--- src/rtl/aqalu_gen2.sv ---
`default_nettype none
// ============================================================================
// Module   : aqalu_gen2
// Brief    : Parametrised AQALU with registered result, iterative shift-add
//            multiply and tick-driven seconds-timer / accumulate modes.
// Revision : 1.0 - initial release
// ============================================================================
module aqalu_gen2 #(
    parameter int WIDTH       = 2,
    parameter int OUT_W       = 8,
    parameter int TICK_CYCLES = 10_000_000
) (
    input  logic             clock,
    input  logic             reset,
    input  logic [WIDTH-1:0] A,
    input  logic [WIDTH-1:0] B,
    input  logic [3:0]       Opcode,
    output logic [OUT_W-1:0] Output,
    output logic             busy,
    output logic             done,
    output logic             tick
);
    localparam int c_PRESC_W = (TICK_CYCLES > 1) ? $clog2(TICK_CYCLES) : 1;
    localparam int c_CNT_W   = $clog2(WIDTH + 1);
    localparam int c_PROD_W  = 2 * WIDTH;

    localparam logic [3:0] c_OP_ADD = 4'b0000;
    localparam logic [3:0] c_OP_SUB = 4'b0001;
    localparam logic [3:0] c_OP_AND = 4'b0010;
    localparam logic [3:0] c_OP_OR  = 4'b0011;
    localparam logic [3:0] c_OP_XOR = 4'b0100;
    localparam logic [3:0] c_OP_NOT = 4'b0101;
    localparam logic [3:0] c_OP_SHL = 4'b0110;
    localparam logic [3:0] c_OP_SHR = 4'b0111;
    localparam logic [3:0] c_OP_MUL = 4'b1000;
    localparam logic [3:0] c_OP_CMP = 4'b1001;
    localparam logic [3:0] c_OP_ACC = 4'b1110;
    localparam logic [3:0] c_OP_SEC = 4'b1111;

    localparam logic [0:0] c_S_IDLE = 1'b0;
    localparam logic [0:0] c_S_RUN  = 1'b1;

    logic [3:0]           r_op_q;
    logic [WIDTH-1:0]     r_a_q, r_b_q;
    logic [0:0]           r_mstate, w_mstate_nxt;
    logic [c_PROD_W-1:0]  r_mcand, w_mcand_nxt;
    logic [c_PROD_W-1:0]  r_mprod, w_mprod_nxt, w_mprod_sum;
    logic [WIDTH-1:0]     r_mplier, w_mplier_nxt;
    logic [c_CNT_W-1:0]   r_mcnt, w_mcnt_nxt;
    logic [c_PRESC_W-1:0] r_presc, w_presc_nxt;
    logic [OUT_W-1:0]     r_out, w_out_nxt;
    logic [OUT_W-1:0]     r_sec, w_sec_nxt;
    logic [OUT_W-1:0]     r_acc, w_acc_nxt;
    logic [OUT_W-1:0]     w_alu;
    logic                 r_done, w_done_nxt, r_tick;
    logic [WIDTH:0]       w_sum, w_diff;
    logic [WIDTH-1:0]     w_nota;
    logic                 w_op_chg, w_ab_chg, w_mul_start, w_wrap, w_enter_timed;

    assign w_op_chg      = (Opcode != r_op_q);
    assign w_ab_chg      = (A != r_a_q) || (B != r_b_q);
    assign w_mul_start   = (Opcode == c_OP_MUL) && (w_op_chg || w_ab_chg);
    assign w_wrap        = (r_presc == c_PRESC_W'(TICK_CYCLES - 1));
    assign w_enter_timed = w_op_chg && ((Opcode == c_OP_SEC) || (Opcode == c_OP_ACC));

    assign w_sum       = {1'b0, A} + {1'b0, B};
    assign w_diff      = {1'b0, A} - {1'b0, B};
    assign w_nota      = ~A;
    assign w_mprod_sum = r_mprod + (r_mplier[0] ? r_mcand : '0);

    // Single-cycle datapath; subtraction is sign-extended from WIDTH+1 bits
    always_comb begin
        w_alu = '0;
        case (Opcode)
            c_OP_ADD: w_alu = OUT_W'(w_sum);
            c_OP_SUB: w_alu = {{(OUT_W - WIDTH - 1){w_diff[WIDTH]}}, w_diff};
            c_OP_AND: w_alu = OUT_W'(A & B);
            c_OP_OR:  w_alu = OUT_W'(A | B);
            c_OP_XOR: w_alu = OUT_W'(A ^ B);
            c_OP_NOT: w_alu = OUT_W'(w_nota);
            c_OP_SHL: w_alu = OUT_W'({A, 1'b0});
            c_OP_SHR: w_alu = OUT_W'(A >> 1);
            c_OP_CMP: w_alu = OUT_W'({(A < B), (A > B), (A == B)});
            default:  w_alu = '0;
        endcase
    end

    always_comb begin
        w_mstate_nxt = r_mstate;
        w_mcand_nxt  = r_mcand;
        w_mplier_nxt = r_mplier;
        w_mprod_nxt  = r_mprod;
        w_mcnt_nxt   = r_mcnt;
        w_out_nxt    = r_out;
        w_sec_nxt    = r_sec;
        w_acc_nxt    = r_acc;
        w_done_nxt   = 1'b0;
        w_presc_nxt  = (w_enter_timed || w_wrap) ? '0 : r_presc + c_PRESC_W'(1);

        case (Opcode)
            c_OP_MUL: begin
                if (w_mul_start) begin
                    w_mstate_nxt = c_S_RUN;
                    w_mcand_nxt  = c_PROD_W'(A);
                    w_mplier_nxt = B;
                    w_mprod_nxt  = '0;
                    w_mcnt_nxt   = '0;
                end else if (r_mstate == c_S_RUN) begin
                    w_mcand_nxt  = r_mcand << 1;
                    w_mplier_nxt = r_mplier >> 1;
                    w_mprod_nxt  = w_mprod_sum;
                    w_mcnt_nxt   = r_mcnt + c_CNT_W'(1);
                    if (r_mcnt == c_CNT_W'(WIDTH - 1)) begin
                        w_mstate_nxt = c_S_IDLE;
                        w_done_nxt   = 1'b1;
                        w_out_nxt    = OUT_W'(w_mprod_sum);
                    end
                end
            end
            // Entry clear outranks a coincident tick
            c_OP_SEC: begin
                w_mstate_nxt = c_S_IDLE;
                if (w_op_chg) begin
                    w_sec_nxt = '0;
                    w_out_nxt = '0;
                end else if (w_wrap) begin
                    w_sec_nxt = r_sec + OUT_W'(1);
                    w_out_nxt = r_sec + OUT_W'(1);
                end
            end
            c_OP_ACC: begin
                w_mstate_nxt = c_S_IDLE;
                if (w_op_chg) begin
                    w_acc_nxt = '0;
                    w_out_nxt = '0;
                end else if (w_wrap) begin
                    w_acc_nxt = r_acc + OUT_W'(w_sum);
                    w_out_nxt = r_acc + OUT_W'(w_sum);
                end
            end
            default: begin
                w_mstate_nxt = c_S_IDLE;
                w_out_nxt    = w_alu;
            end
        endcase
    end

    always_ff @(posedge clock) begin
        if (reset) begin
            r_op_q   <= '0;
            r_a_q    <= '0;
            r_b_q    <= '0;
            r_mstate <= c_S_IDLE;
            r_mcand  <= '0;
            r_mplier <= '0;
            r_mprod  <= '0;
            r_mcnt   <= '0;
            r_presc  <= '0;
            r_out    <= '0;
            r_sec    <= '0;
            r_acc    <= '0;
            r_done   <= 1'b0;
            r_tick   <= 1'b0;
        end else begin
            r_op_q   <= Opcode;
            r_a_q    <= A;
            r_b_q    <= B;
            r_mstate <= w_mstate_nxt;
            r_mcand  <= w_mcand_nxt;
            r_mplier <= w_mplier_nxt;
            r_mprod  <= w_mprod_nxt;
            r_mcnt   <= w_mcnt_nxt;
            r_presc  <= w_presc_nxt;
            r_out    <= w_out_nxt;
            r_sec    <= w_sec_nxt;
            r_acc    <= w_acc_nxt;
            r_done   <= w_done_nxt;
            r_tick   <= w_wrap;
        end
    end

    assign Output = r_out;
    assign busy   = (r_mstate == c_S_RUN);
    assign done   = r_done;
    assign tick   = r_tick;

endmodule
`default_nettype wire

--- config.mk ---
export PLATFORM = sky130hd
export DESIGN_NAME = aqalu_gen2
export DESIGN_NICKNAME = d
export VERILOG_FILES = /design/src/rtl/aqalu_gen2.sv
export SDC_FILE = /design/constraint.sdc
export NUM_CORES = 1
export LEC_CHECK = 0
export CAP_MARGIN = 20
export CELL_PAD_IN_SITES_DETAIL_PLACEMENT = 2
export CELL_PAD_IN_SITES_GLOBAL_PLACEMENT = 2
export CORE_MARGIN = 3
export CORE_UTILIZATION = 37
export CTS_CLUSTER_DIAMETER = 30
export DETAILED_ROUTE_END_ITERATION = 10
export GPL_TIMING_DRIVEN = 0
export PLACE_DENSITY_LB_ADDON = 0.1
export REMOVE_ABC_BUFFERS = 1
export SYNTH_ARGS = -nofsm -noshare
export SYNTH_HDL_FRONTEND = slang
export SYNTH_SLANG_ARGS = --single-unit
export TNS_END_PERCENT = 20
--- constraint.sdc ---
create_clock -name clock -period 2.6 [get_ports clock]
set_clock_uncertainty 0.05 [all_clocks]
set_input_delay 0.26 -clock clock [delete_from_list [all_inputs] [get_ports clock]]
set_output_delay 0.26 -clock clock [all_outputs]
set_load 0.005 [all_outputs]
==> results.yml <==
clocking:
  holdBufCountCts: 0
  insertion_delay_ns: 0.36
  path_clk_slew_ns: 0.08
  cts_buffers: 9
  cts_tree: "built"
  cts-root-buf: "clkbuf_8"
  clock_sinks: 71
  htree_num_levels: 3
  cts_buffer_depth: 2
floorplan:
  fp.dieH_um: 110
  design.die.area_um2: 12200
  die_w_um: 110
  core_area_um2: 10500
  num_io_pins: 21
  rows: 37
  initial_core_util_pct: 38.6
sta:
  setup_slack_ns: -0.0322
  max_slew_margin_pct: 46.8
  finalHoldViolCount: 0
  finalCriticalPeriod_ns: 2.63
  setup_viol: 1
  rsz0062_at_grt: "yes"
  fmax_ghz: 0.380
  hold_ws_ns: 0.287
  worstMarginPinSlew_ns: 0.797
  fin_crit_sh_pct: 101
  fin_tns_setup_ns: -0.0322
  finalMaxSlewViolations: 0
grt:
  track_usage_pct: 20.3
  grt_first_pass_wirelength_um: 20600
  overflow: 0
  antenna_found_initial: 0
  grt_max_degree: 40
  grt_pass1_vias: 3932
finish:
  drive_above_1_share_pct: 8.82
  final_area_um2: 4590
  postLayoutCoreUtil_pct: 43.9
  multi_input_area_um2: 2510
  areaGrowthSynthToFinish_pct: 13.6
  antennaDiodeCount: 0
  regArea_um2: 1420
  nNetsFinal: 522
  fill_cells: 1197
setup_path:
  cp.depth: 11
  crit_chain: "clkdlybuf4s18_2 -> ha_1 -> inv_1 -> fa_2 -> inv_1 -> ha_1 -> a211oi_4 -> nor2_2 -> xor2_1 -> a221oi_2 -> a31oi_1"
  cp_max_fo: 6
  reg2reg_depth: 5
  crit_type: "primary input to register"
  slowest_delay_ns: 0.59
  crit_required_ns: 2.78
  r2r_end: "Output[2]"
  r2r-start: "r_op_q[3]"
  end_kind: "register"
  worst-path-buf-inv: 3
  crit_end: "Output[3]"
  crit_family: "adder cells"
  critPathSlowestCell: "fa_2"
  arrival_ns: 2.81
  cp-startpoint: "A[0]"
  cp-start-kind: "primary input"
  rrSetupSlack_ns: 0.26
placed_design:
  gp_congestion: 0.791
  port_buffers: 20
  dp_hpwl_um: 8450
  place_ws_ns: -1.13
  place_area_um2: 4300
synthesis:
  synth_edf_count: 0
  postSynthCellCount: 485
  yosysUniqueCellTypes: 60
  syn_avg_cell_area_um2: 8.33
  async_flop_share_pct: 0
  ys_ff_latch: 71
  ys.flop_type: "dfxtp_1"
  ys_warn_count: 0
  netlist_area_um2: 4040
  seq_area_frac_synth_pct: 35.2
detailed_routing:
  postRouteAntennaNets: 0
  firstDrtPassIters: 4
  routed-via-count: 3635
  drt-initial-drc-count: 139
  viasPerCell: 5.72
  drc: 0
  drt_wl_total_um: 12100
  wl_per_cell_um: 19.1
flow_run:
  cap_violations: 0
pwr:
  ir_drop_v: 0.000209
  p_per_area_nw_per_um2: 496
  leakagePower_nw: 1.60
worst_hold_path:
  hold_path.class: "primary input to register"
status:
  violations: "negative setup slack"
  status: "finished, violations left"
==> cells in the mapped netlist (8+ instances only) <==
cell | instances | area [µm²]
nor4_1 | 9 | 56.3
a21oi_1 | 23 | 115
nor2_1 | 70 | 263
nand4_1 | 10 | 62.6
buf_2 | 8 | 40.0
dfxtp_1 | 71 | 1420
and3_1 | 8 | 50.1
xor2_1 | 13 | 114
nor3_1 | 15 | 75.1
ha_1 | 14 | 175
inv_1 | 19 | 71.3
clkbuf_1 | 15 | 56.3
o21ai_0 | 18 | 90.1
a31oi_1 | 9 | 56.3
nand3_1 | 18 | 90.1
xnor2_1 | 28 | 245
nand2_1 | 39 | 146
==> metal layers <==
metal	vias up	wire length (µm)	GRT usage [%]	part of all wire, %
li1	1755	-	-	-
met5	-	0	0	0
met2	33	5770	34.1	48
met4	0	159	5.42	1.3
met3	14	232	2.58	1.9
met1	1833	5950	27.6	49
==> stage by stage <==
step / instances / power (mW)
3_5_place_dp: 617 / 1.36
2_1_floorplan: 461 / 1.26
6_report: 635 / 2.27
4_1_cts: 633 / 2.29
5_1_grt: 635 / 2.38
3_3_place_gp: 617 / 1.35
==> layout by cell type (no fill, tap or decap), types with 11 or more instances in the layout <==
master,instances
nor2_1,68
xor2_1,13
dfxtp_1,71
ha_1,14
xnor2_1,27
nor3_1,14
clkdlybuf4s50_1,11
a21oi_1,23
nand2_1,39
o21ai_0,17
nand3_1,18
inv_1,18
==> how the worst min path moves through the flow <==
stage,start,endpoint,slack [ns],depth (start not counted)
2_1_floorplan,reset,r_a_q[0],0.28,1
3_3_place_gp,r_presc[0],r_presc[0],0.38,1
3_5_place_dp,r_presc[0],r_presc[0],0.39,1
4_1_cts,B[0],r_b_q[0],0.28,3
5_1_grt,B[0],r_b_q[0],0.31,3
6_report,B[0],r_b_q[0],0.29,3
==> power by group <==
group | total (mW) | switching, mW | leakage, nW | internal, mW
sequential | 1.12 | 0.0135 | 0.575 | 1.10
clock | 0.935 | 0.464 | 0.103 | 0.471
combinational | 0.222 | 0.139 | 0.922 | 0.0830
==> sequential cells by signal, summed over array words and instances (netlist names) <==
signal,cells
r_presc,24
Output,8
r_acc,8
r_sec,8
r_mcand,4
r_mprod,4
r_op_q,4
r_a_q,2
r_b_q,2
r_mcnt,2
r_mplier,2
busy,1
done,1
tick,1
==> worst min-delay path: stages <==
cell	delay, ns
clkdlybuf4s15_2	0.25
inv_1	0.10
nor2_1	0.05
==> cell type report <==
type                       instances  share of cell area (%)
tap                              136                    3.71
sequential                        71                    31.0
multi-input combinational        371                    54.8
clock inverter                     5                    1.25
timing repair buffer              22                    4.63
clock buffer                      11                    3.08
inverter                          19                    1.55
==> cell families (layout without fill, tap and decap cells) <==
family,after synthesis,in the layout,share of synthesized area (%)
DFF,71,71,35.2
muxes,1,1,0.248
adders and majority gates,18,18,6.32
and+or+nand+nor,210,210,26.9
AOI/OAI and AO/OA,98,98,16.8
xor gates and xnor gates,44,44,10.1
buffers and inverters,43,57,4.43
==> repair_timing <==
item / CTS / global route
gates resized for setup: 25 / 7
endpoints found under the setup margin: 51 / 17
gates cloned: 0 / 0
pin swaps: 2 / 0
buffers inserted: 0 / 0
Note: power is estimated with default switching activity, not from simulation.
